===== src/rtl/asip_pkg.sv =====
// Shared definitions for the 24-bit ASIP pipeline: widths, NOP, HALT opcode, fetch FSM states.
package asip_pkg;

    localparam int unsigned ASIP_ADDR_W  = 24;
    localparam int unsigned ASIP_INSTR_W = 24;

    localparam int unsigned OPC_MSB = 23;
    localparam int unsigned OPC_LSB = 20;

    localparam logic [ASIP_INSTR_W-1:0] NOP           = 24'h000000;
    localparam logic [3:0]              ASIP_HALT_OPC = 4'hF;

    typedef enum logic [0:0] {
        RUN,
        HALTED
    } fetch_state_t;

endpackage


===== src/rtl/if_id_reg.sv =====
// IF/ID pipeline register: reset and flush insert a NOP bubble, load captures a fetch, else hold.
module if_id_reg
    import asip_pkg::*;
#(
    parameter int unsigned ADDR_W  = ASIP_ADDR_W,
    parameter int unsigned INSTR_W = ASIP_INSTR_W
) (
    input  logic               clk_i,
    input  logic               rst_i,
    input  logic               load_i,
    input  logic               flush_i,
    input  logic [ADDR_W-1:0]  pc_i,
    input  logic [INSTR_W-1:0] instr_i,
    output logic [ADDR_W-1:0]  pc_o,
    output logic [INSTR_W-1:0] instr_o,
    output logic               valid_o
);

    logic [ADDR_W-1:0]  pc_q, pc_d;
    logic [INSTR_W-1:0] instr_q, instr_d;
    logic               valid_q, valid_d;

    always_comb begin
        pc_d    = pc_q;
        instr_d = instr_q;
        valid_d = valid_q;
        if (flush_i) begin
            pc_d    = '0;
            instr_d = INSTR_W'(NOP);
            valid_d = 1'b0;
        end else if (load_i) begin
            pc_d    = pc_i;
            instr_d = instr_i;
            valid_d = 1'b1;
        end
    end

    always_ff @(posedge clk_i) begin
        if (rst_i) begin
            pc_q    <= '0;
            instr_q <= INSTR_W'(NOP);
            valid_q <= 1'b0;
        end else begin
            pc_q    <= pc_d;
            instr_q <= instr_d;
            valid_q <= valid_d;
        end
    end

    assign pc_o    = pc_q;
    assign instr_o = instr_q;
    assign valid_o = valid_q;

endmodule


===== src/rtl/fetch_stage.sv =====
// Instruction-fetch stage: PC register, next-PC selection, RUN/HALTED FSM and the IF/ID register.
module fetch_stage
    import asip_pkg::*;
#(
    parameter int unsigned        ADDR_W     = ASIP_ADDR_W,
    parameter int unsigned        INSTR_W    = ASIP_INSTR_W,
    parameter logic [ADDR_W-1:0]  PROG0_BASE = ADDR_W'(24'h000000),
    parameter logic [ADDR_W-1:0]  PROG1_BASE = ADDR_W'(24'h000100),
    parameter logic [3:0]         HALT_OPC   = ASIP_HALT_OPC
) (
    input  logic               clk,
    input  logic               reset,
    input  logic               sel,
    input  logic               stall,
    input  logic               branchControl,
    input  logic [ADDR_W-1:0]  branchTarget,
    output logic [ADDR_W-1:0]  imem_addr,
    input  logic [INSTR_W-1:0] imem_rdata,
    output logic [ADDR_W-1:0]  PC,
    output logic [INSTR_W-1:0] instruction,
    output logic               valid,
    output logic               halted
);

    fetch_state_t      state_q, state_d;
    logic [ADDR_W-1:0] pc_q, pc_d;
    logic              ifid_load, ifid_flush;
    logic              is_halt;

    assign is_halt = (imem_rdata[OPC_MSB:OPC_LSB] == HALT_OPC);

    // Branch beats everything (including a fetched HALT); HALTED ignores stall.
    always_comb begin
        state_d    = state_q;
        pc_d       = pc_q;
        ifid_load  = 1'b0;
        ifid_flush = 1'b0;
        if (branchControl) begin
            pc_d       = branchTarget;
            ifid_flush = 1'b1;
            state_d    = RUN;
        end else if (state_q == HALTED) begin
            ifid_flush = 1'b1;
        end else if (!stall) begin
            ifid_load = 1'b1;
            if (is_halt) begin
                state_d = HALTED;
            end else begin
                pc_d = pc_q + ADDR_W'(1);
            end
        end
    end

    always_ff @(posedge clk) begin
        if (reset) begin
            pc_q    <= sel ? PROG1_BASE : PROG0_BASE;
            state_q <= RUN;
        end else begin
            pc_q    <= pc_d;
            state_q <= state_d;
        end
    end

    assign imem_addr = pc_q;
    assign halted    = (state_q == HALTED);

    if_id_reg #(
        .ADDR_W (ADDR_W),
        .INSTR_W(INSTR_W)
    ) u_if_id_reg (
        .clk_i  (clk),
        .rst_i  (reset),
        .load_i (ifid_load),
        .flush_i(ifid_flush),
        .pc_i   (pc_q),
        .instr_i(imem_rdata),
        .pc_o   (PC),
        .instr_o(instruction),
        .valid_o(valid)
    );

endmodule


===== config.mk =====
export PLATFORM = sky130hd
export DESIGN_NAME = fetch_stage
export DESIGN_NICKNAME = d
export VERILOG_FILES = /design/src/rtl/asip_pkg.sv /design/src/rtl/if_id_reg.sv /design/src/rtl/fetch_stage.sv
export SDC_FILE = /design/constraint.sdc
export NUM_CORES = 1
export LEC_CHECK = 0
export CAP_MARGIN = 0
export CORE_ASPECT_RATIO = 1.75
export CORE_UTILIZATION = 65
export DETAILED_ROUTE_END_ITERATION = 8
export DONT_BUFFER_PORTS = 1
export GPL_TIMING_DRIVEN = 0
export PLACE_DENSITY_LB_ADDON = 0.2
export RECOVER_POWER = 50
export SYNTH_ARGS = -nofsm -noshare
export SYNTH_HDL_FRONTEND = slang
export SYNTH_SLANG_ARGS = --single-unit
export TNS_END_PERCENT = 5

===== constraint.sdc =====
create_clock -name clk -period 6.5 [get_ports clk]
set_input_delay 0.325 -clock clk [delete_from_list [all_inputs] [get_ports clk]]
set_output_delay 0.325 -clock clk [all_outputs]
set_load 0.02 [all_outputs]

# Word-level counts from Yosys, hierarchy flattened
# Cells that the tools add are included.
[totals]
regBits = 74
in_bits = 53
out_inout_bits = 74
elab_cells = 27
[classes]
add_sub_neg = 1
n_eq_ne = 4
muxes = 14
reduce_logical = 3
[op_table]
columns = ["operator", "n"]
rows = [
  ["2-to-1 mux 24 bit", 5],
  ["adder 24 x 1 -> 24 bit, second input constant", 1],
  ["2-to-1 mux 9 bit", 1],
  ["2-to-1 mux 1 bit", 8],
  ["inequality test 3 bit, second input constant", 2],
  ["equality test 4 bit, second input constant", 1],
  ["OR reduction 2 bit", 2],
  ["inequality test 3 x 2 -> 1 bit, second input constant", 1],
  ["AND reduction 3 bit", 1],
]

# Depth between registers and ports, before layout
# Gate-level depths: netlist (run 1).
[depth]
ltp_word = 6
mapped_depth = 6
ltp_nobuf = 5

# Hierarchy
# A second synthesis (run 1) with hierarchy kept.
[hier_totals]
hier_cells = 339
area_unflattened_um2 = 3383.2
[by_module_without_submodules]
columns = ["mod", "n_inst", "cells_each", "area_each_um2", "seq_area_each_um2"]
rows = [
  ["if_id_reg", 1, 160, 1737.9, 980.9],
  ["fetch_stage", 1, 179, 1645.3, 740.7],
]

# Least setup slack after synthesis (run 1)
# No wires, ideal clock.
[synth_timing]
path_type = "in2reg"
from = "in imem_rdata[22]"
to = "reg pc_q[0] (netlist: imem_addr[0]), enable pin"
setup_time_ns = 0.442
t_arrival_ns = 2.373
required_time_ns = 6.058
slack_ns = 3.685
path_stages = 2
n_path_buf = 0
cell_sequence = "and4_1 > o31ai_1"
[synth_between]
elab_chain_cells = 3
[synth_rtl]
columns = ["element", "line", "rtl"]
rows = [
  ["from (decl)", "fetch_stage.sv:18", "input logic [INSTR_W-1:0] imem_rdata,"],
  ["equality test 4 bit", "fetch_stage.sv:30", "assign is_halt = (imem_rdata[OPC_MSB:OPC_LSB] == HALT_OPC);"],
  ["inequality test 3 bit (no line)", "--", ""],
  ["AND reduction 3 bit (no line)", "--", ""],
  ["to (signal assigned)", "fetch_stage.sv:56", "pc_q <= sel ? PROG1_BASE : PROG0_BASE;"],
  ["to (signal assigned)", "fetch_stage.sv:59", "pc_q <= pc_d;"],
  ["to (decl)", "fetch_stage.sv:26", "logic [ADDR_W-1:0] pc_q, pc_d;"],
]
# Every way passes these cells.
# A chain may end at the register's enable or synchronous reset.

# Final worst setup path (run 1)
[layout_timing]
from = "reg state_q (netlist: halted)"
to = "reg pc_q[15] (netlist: imem_addr[15]), enable pin"
[layout_between]
elab_chain_cells = 2
[layout_rtl]
columns = ["element", "line", "rtl"]
rows = [
  ["from (decl)", "fetch_stage.sv:25", "fetch_state_t state_q, state_d;"],
  ["from (signal assigned)", "fetch_stage.sv:60", "state_q <= state_d;"],
  ["inequality test 3 bit (no line)", "--", ""],
  ["AND reduction 3 bit (no line)", "--", ""],
]
# Every way passes these cells.

==> results of run 1 <==
## worst paths after layout
path                                                           start                                    to  cells after the start
worst max-delay path                               halted$_SDFF_PP0_           imem_addr[15]$_SDFFCE_PP0P_                      2
worst min-delay path                                  imem_rdata[15]  u_if_id_reg.instr_o[15]$_SDFFE_PP0P_                      2
worst max register to register                     halted$_SDFF_PP0_           imem_addr[15]$_SDFFCE_PP0P_                      2
worst min register to register  u_if_id_reg.instr_o[16]$_SDFFE_PP0P_  u_if_id_reg.instr_o[16]$_SDFFE_PP0P_                      2
## synthesized netlist by cell type, drive strengths merged (2+ instances only)
cell / n / area share, %
o21ai: 6 / 0.90
nor2: 23 / 2.6
nand2: 106 / 12
edfxtp: 24 / 22
nor3: 12 / 1.8
clkbuf: 20 / 2.2
and3: 2 / 0.37
nand4: 5 / 1.4
a22oi: 2 / 0.45
a21oi: 53 / 7.9
a211oi: 7 / 1.7
nor4: 11 / 2.9
nand2b: 2 / 0.37
buf: 6 / 0.79
a311oi: 2 / 0.52
o31ai: 2 / 0.45
xnor2: 11 / 2.9
dfxtp: 50 / 30
or3: 6 / 1.1
inv: 8 / 0.90
mux2i: 8 / 2.4
nand3: 12 / 1.9
## registers in the layout (all words and copies together) (netlist names)
name,count
imem_addr,24
u_if_id_reg.instr_o,24
u_if_id_reg.pc_o,24
halted,1
u_if_id_reg.valid_o,1
## critical path: cells and delay by family (launching register included)
family | cells | cell delay (ns)
buffers and inverters | 1 | 0.86
DFF | 1 | 0.42
AOI/OAI and AO/OA | 1 | 0.84
## power breakdown
part           leakage [nW]  total (mW)  internal (mW)  switching, mW
logic                 0.420      0.0777         0.0284         0.0494
registers             0.672       0.566          0.503         0.0631
clock network        0.0960       0.348          0.176          0.172
## cell type report
cell class              instances  share of cell area, %
clock inverters                 6                   1.84
clock buffers                   9                   3.43
repair buffers                  1                  0.104
plain buffers                  26                   2.81
well taps                      54                   1.87
inverters                       9                  0.937
flip-flops and latches         74                   47.7
multi-input cells             281                   41.3
## through the flow
stage	util, %	power, mW	hold slack, ns	cells	setup WS [ns]
2_1_floorplan	-	0.626	0.461	390	3.68
3_3_place_gp	68.6	0.650	0.463	444	2.80
3_5_place_dp	69.4	0.655	0.468	445	4.24
4_1_cts	73.2	0.997	0.0875	460	4.22
5_1_grt	72.5	1.02	0.0932	460	3.84
6_report	72.5	0.992	0.0970	460	4.00
## kinds of logic after synthesis
kind of cell	after synthesis
muxes	8
xor gates and xnor gates	11
adders and majority gates	1
DFF	74
and+or+nand+nor	184
buffers and inverters	35
AOI/OAI and AO/OA	77
## routing by layer
metal / vias to the layer above / part of all wire (%) / wire [µm]
li1: 1378 / - / -
met1: 1329 / 37 / 2960
met4: 0 / 2.2 / 180
met3: 17 / 8.2 / 661
met2: 136 / 53 / 4280
met5: - / 0 / 0
==> qor.yml, run 1 <==
status: "finished clean"
grtUsageMet3_pct: 9.76
ir_drop_uv: 233
min_path_type: "in -> reg"
setup_viol: 0
crit_type: "reg -> reg"
insertion_delay_ns: 0.35
synth_edf_count: 24
hold_viol: 0
yosys.area_share.adder_pct: 0.374
synth_top_family_by_area: "simple AND/OR/NAND/NOR gates"
worst_slew_pin_slew_ns: 1.07
drv_cap: 0
path_cells: "o31ai_1 -> clkbuf_1"
skew_ns: 0.00905
ctsHoldBuffers: 0
slowest_stage: "clkbuf_1"
yosysSeqAreaShare_pct: 51.5
cts_tree: "built"
post-dp-hpwl_mm: 6.03
min_period_ns: 2.50
crit_fanout: 19
rows: 34
synth_xor_area_share_pct: 2.88
io_buffer_count: 0
final_area_mm2: 0.00361
required_ns: 6.47
slew_headroom_pct: 29.0
io_pins: 127
overflow: 0
core_mm2: 0.00498
drive_above_1_share_pct: 6.16
synth_cell_type_count: 40
power_density_mw_per_mm2: 275
leakagePower_nw: 1.19
yosys.area_share.simple_pct: 25.6
routed-via-count: 2860
postCtsSetupRepairBufs: 0
areaGrowthSynthToFinish_pct: 7.82
track_usage_pct: 30.3
vias_per_cell: 6.22
fin_crit_sh_pct: 38.5
n_antenna_cell: 0
regArea_mm2: 0.00172
drc_errors: 0
ant_nets: 0
fin_nets: 456
synth_area_mm2: 0.00335
ys_seq_elements: 74
final_common_cell: "nand2_1"
multi_input_area_mm2: 0.00149
cts_max_level: 3
rsz0062_at_grt: "false"
synth_compound_area_share_pct: 13.3
grt_pass1_wl_mm: 12.8
synthArstFlopShare_pct: 0
mostFrequentLayoutCells: "nand2_1, a21oi_1, dfxtp_1, edfxtp_1, nor2_1"
numCtsBuffers: 9
cp-start-kind: "flop"
cts_resized: 0
synth_flop_cell: "dfxtp_1"
routabilityCongestion: 0.930
syn_nets: 444
grt_max_degree: 20
grt.met2_usage_pct: 52.4
report.final.slew_viol_count: 0
critPathMaxStageDelay_ns: 0.86
synthMuxAreaShare_pct: 2.39
cts_root_buffer: "clkbuf_8"
crit_arrival_ns: 2.47
antenna_found_initial: 0
ys_warn_count: 0
clock_sinks: 74
clkTransAtPathRegs_ns: 0.08
drtIter0Drc: 154
timing.reg2reg.setup_slack_ns: 4.00
cp-end-kind: "flop"
top_usage_layer: "met2"
fmax_ghz: 0.399
fp.dieW_um: 56.2
finalSetupTns_ns: 0
start_util_pct: 67.2
placed_area_mm2: 0.00345
grt_pass1_vias: 2620
routedWlPerCell_um: 17.6
routed_wl_mm: 8.08
nFillCells: 403
die_h_um: 96.9
drt_first_pass_iters: 5
syn-instance-count: 390
ctsLongestPathBuffers: 2
grt_util_met1_pct: 33.1
die_area_mm2: 0.00545
avgSynthCellArea_um2: 8.58
(Power assumes the default switching activity.)
==> run 2, diff against run 1 <==
--- a/config.mk
+++ b/config.mk
@@ -7,7 +7,7 @@
 export LEC_CHECK = 0
 export CAP_MARGIN = 0
 export CORE_ASPECT_RATIO = 1.75
-export CORE_UTILIZATION = 65
+export CORE_UTILIZATION = 56
 export DETAILED_ROUTE_END_ITERATION = 8
 export DONT_BUFFER_PORTS = 1
 export GPL_TIMING_DRIVEN = 0
==> constraint.sdc (replaced) <==
create_clock -name clk -period 2.01 [get_ports clk]
set_input_delay 0.1005 -clock clk [delete_from_list [all_inputs] [get_ports clk]]
set_output_delay 0.1005 -clock clk [all_outputs]
set_load 0.02 [all_outputs]
==> run 2 against run 1 <==
  * Final cell count rose by 16%
  * Sequential power rose to 3.3 times the previous value
  * First-iteration DRC count rose by 25%
==> qor.yml, run 2 (synthesis results as in run 1) <==
status: "finished clean"
crit_arrival_ns: 2.08  # -0.39 ns
total_power_mw: 3.40  # +240%
clock_sinks: 74  # unchanged
routed-via-count: 3111  # +8.8%
cp-start-kind: "flop"
drt_first_pass_iters: 4  # -1
fin_nets: 506  # +11%
regArea_mm2: 0.00172  # unchanged
antenna_found_initial: 0  # unchanged
min_period_ns: 2.00  # -0.503 ns
wl_met2_mm: 5.05  # +18%
power_density_mw_per_mm2: 796  # +190%
nFillCells: 422  # +4.7%
drc_errors: 0  # unchanged
path_cells: "ha_4 -> nand3_4 -> buf_6 -> nor4_1 -> xnor2_1 -> a21oi_1"
cts_max_level: 3  # unchanged
slowest_stage: "edfxtp_1"
grt_pass1_vias: 3063  # +17%
instances_no_fill: 533  # +16%
final_common_cell: "nand2_1"
overflow: 0  # unchanged
die_h_um: 104  # +7.6%
leakagePower_nw: 1.50  # +26%
insertion_delay_ns: 0.35  # about the same
wl_met3_um: 700  # +5.9%
rows: 36  # +5.9%
path_delay_family: "flip-flops"
cts_tree: "built"
n_antenna_cell: 0  # unchanged
report.final.slew_viol_count: 0  # unchanged
clkTransAtPathRegs_ns: 0.08  # about the same
grt_pass1_wl_mm: 14.5  # +13%
ir_drop_uv: 701  # +200%
highest_layer: "met4"
grt_max_degree: 25  # +25%
numCtsBuffers: 9  # unchanged
die_area_mm2: 0.00630  # +16%
setup_viol: 0  # unchanged
mostFrequentLayoutCells: "nand2_1, a21oi_1, dfxtp_1, dlygate4sd3_1, edfxtp_1"
p_switching_mw: 0.949  # +230%
placedCellCount: 466  # +4.7%
multi_input_area_mm2: 0.00160  # +7.2%
core_mm2: 0.00568  # +14%
cts_root_buffer: "clkbuf_8"
routed_wl_mm: 9.54  # +18%
drtIter0Drc: 193  # +25%
ctsLongestPathBuffers: 2  # unchanged
routedWlPerCell_um: 17.9  # +1.9%
seqPwrFrac_pct: 54.2  # -2.9 points
routabilityCongestion: 0.882  # -5.1%
p_sw_share_pct: 27.9  # -0.70 points
min_path_type: "in -> reg"
p_int_mw: 2.45  # +250%
start_util_pct: 59.0  # -8.3 points
required_ns: 2.09  # -4.38 ns
cp-end-kind: "flop"
critPathMaxStageDelay_ns: 0.64  # -0.22 ns
track_usage_pct: 30.8  # +0.54 points
vias_per_cell: 5.84  # -6.1%
io_buffer_count: 0  # unchanged
post-dp-hpwl_mm: 6.31  # +4.7%
wl_met1_mm: 3.54  # +20%
worst_slew_pin_slew_ns: 1.22  # +0.152 ns
crit_type: "reg -> reg"
hold_viol: 0  # unchanged
clkPwrFrac_pct: 35.9  # +0.8 points
slew_headroom_pct: 18.8  # -10 points
areaGrowthSynthToFinish_pct: 27.6
fin_crit_sh_pct: 99.6  # +61 points
drv_cap: 0  # unchanged
pwr-share-comb_pct: 9.9  # +2.1 points
fmax_ghz: 0.500  # +25%
io_pins: 127  # unchanged
crit_fanout: 6  # -13
skew_ns: 0.00872  # -0.000326 ns
finalSetupTns_ns: 0  # unchanged
drive_above_1_share_pct: 11.2  # +5.0 points
ant_nets: 0  # unchanged
crit_buf_inv: 1  # unchanged
rsz0062_at_grt: "true"
fin_hold_ws_ns: 0.0280  # -0.0690 ns
fp.dieW_um: 60.4  # +7.5%
[run 2: power by group through the flow]
stage	sequential [mW]	clock (mW)	combinational, mW
final	1.84	1.22	0.336
after global routing	1.85	1.27	0.373
after detailed placement	1.86	0	0.255
after floorplan	1.82	0	0.201
after global placement	1.86	0	0.245
after CTS	1.83	1.22	0.325
[run 2: path summary, 6_finish.rpt]
check	slack, ns	startpoint	cells past startpoint	end
min	0.03	branchTarget[12]	2	imem_addr[12]$_SDFFCE_PP0P_
max	0.009	imem_addr[0]$_SDFFCE_PP0P_	6	imem_addr[12]$_SDFFCE_PP0P_
max reg2reg	0.009	imem_addr[0]$_SDFFCE_PP0P_	6	imem_addr[12]$_SDFFCE_PP0P_
min reg2reg	0.56	u_if_id_reg.instr_o[1]$_SDFFE_PP0P_	2	u_if_id_reg.instr_o[1]$_SDFFE_PP0P_
[run 2: layout make-up]
cell class	instances	share of cell area, %
well taps	76	2.23
flip-flops and latches	74	40.3
repair buffers	51	11.5
inverters	9	0.792
plain buffers	26	2.64
multi-input cells	281	37.4
clock inverters	2	0.322
clock buffers	14	4.81
[run 2: per-layer routing]
metal  track usage (%)  vias up
li1                  -     1479
met1              33.4     1463
met2              53.5      146
met3              7.59       23
met4              14.3        0
met5                 0        -
[run 2: stage by stage]
step | instance area (µm²) | utilization, % | setup WS [ns]
after global routing | 4270 | 75.2 | -0.0687
final | 4270 | 75.2 | 0.00887
after CTS | 4180 | 73.6 | -0.00370
after detailed placement | 3450 | 60.9 | -0.272
after global placement | 3450 | 60.9 | -0.267
after floorplan | 3360 | - | 0.109
[run 2: what timing repair did]
| action | CTS | global route |
|---|---|---|
| buffers inserted | 9 | 4 |
| endpoints found under the hold margin | 38 | 0 |
| hold buffers | 38 | 0 |
| gates resized for setup | 9 | 19 |
| pin swaps | 7 | 10 |
| setup endpoints to repair | 14 | 62 |
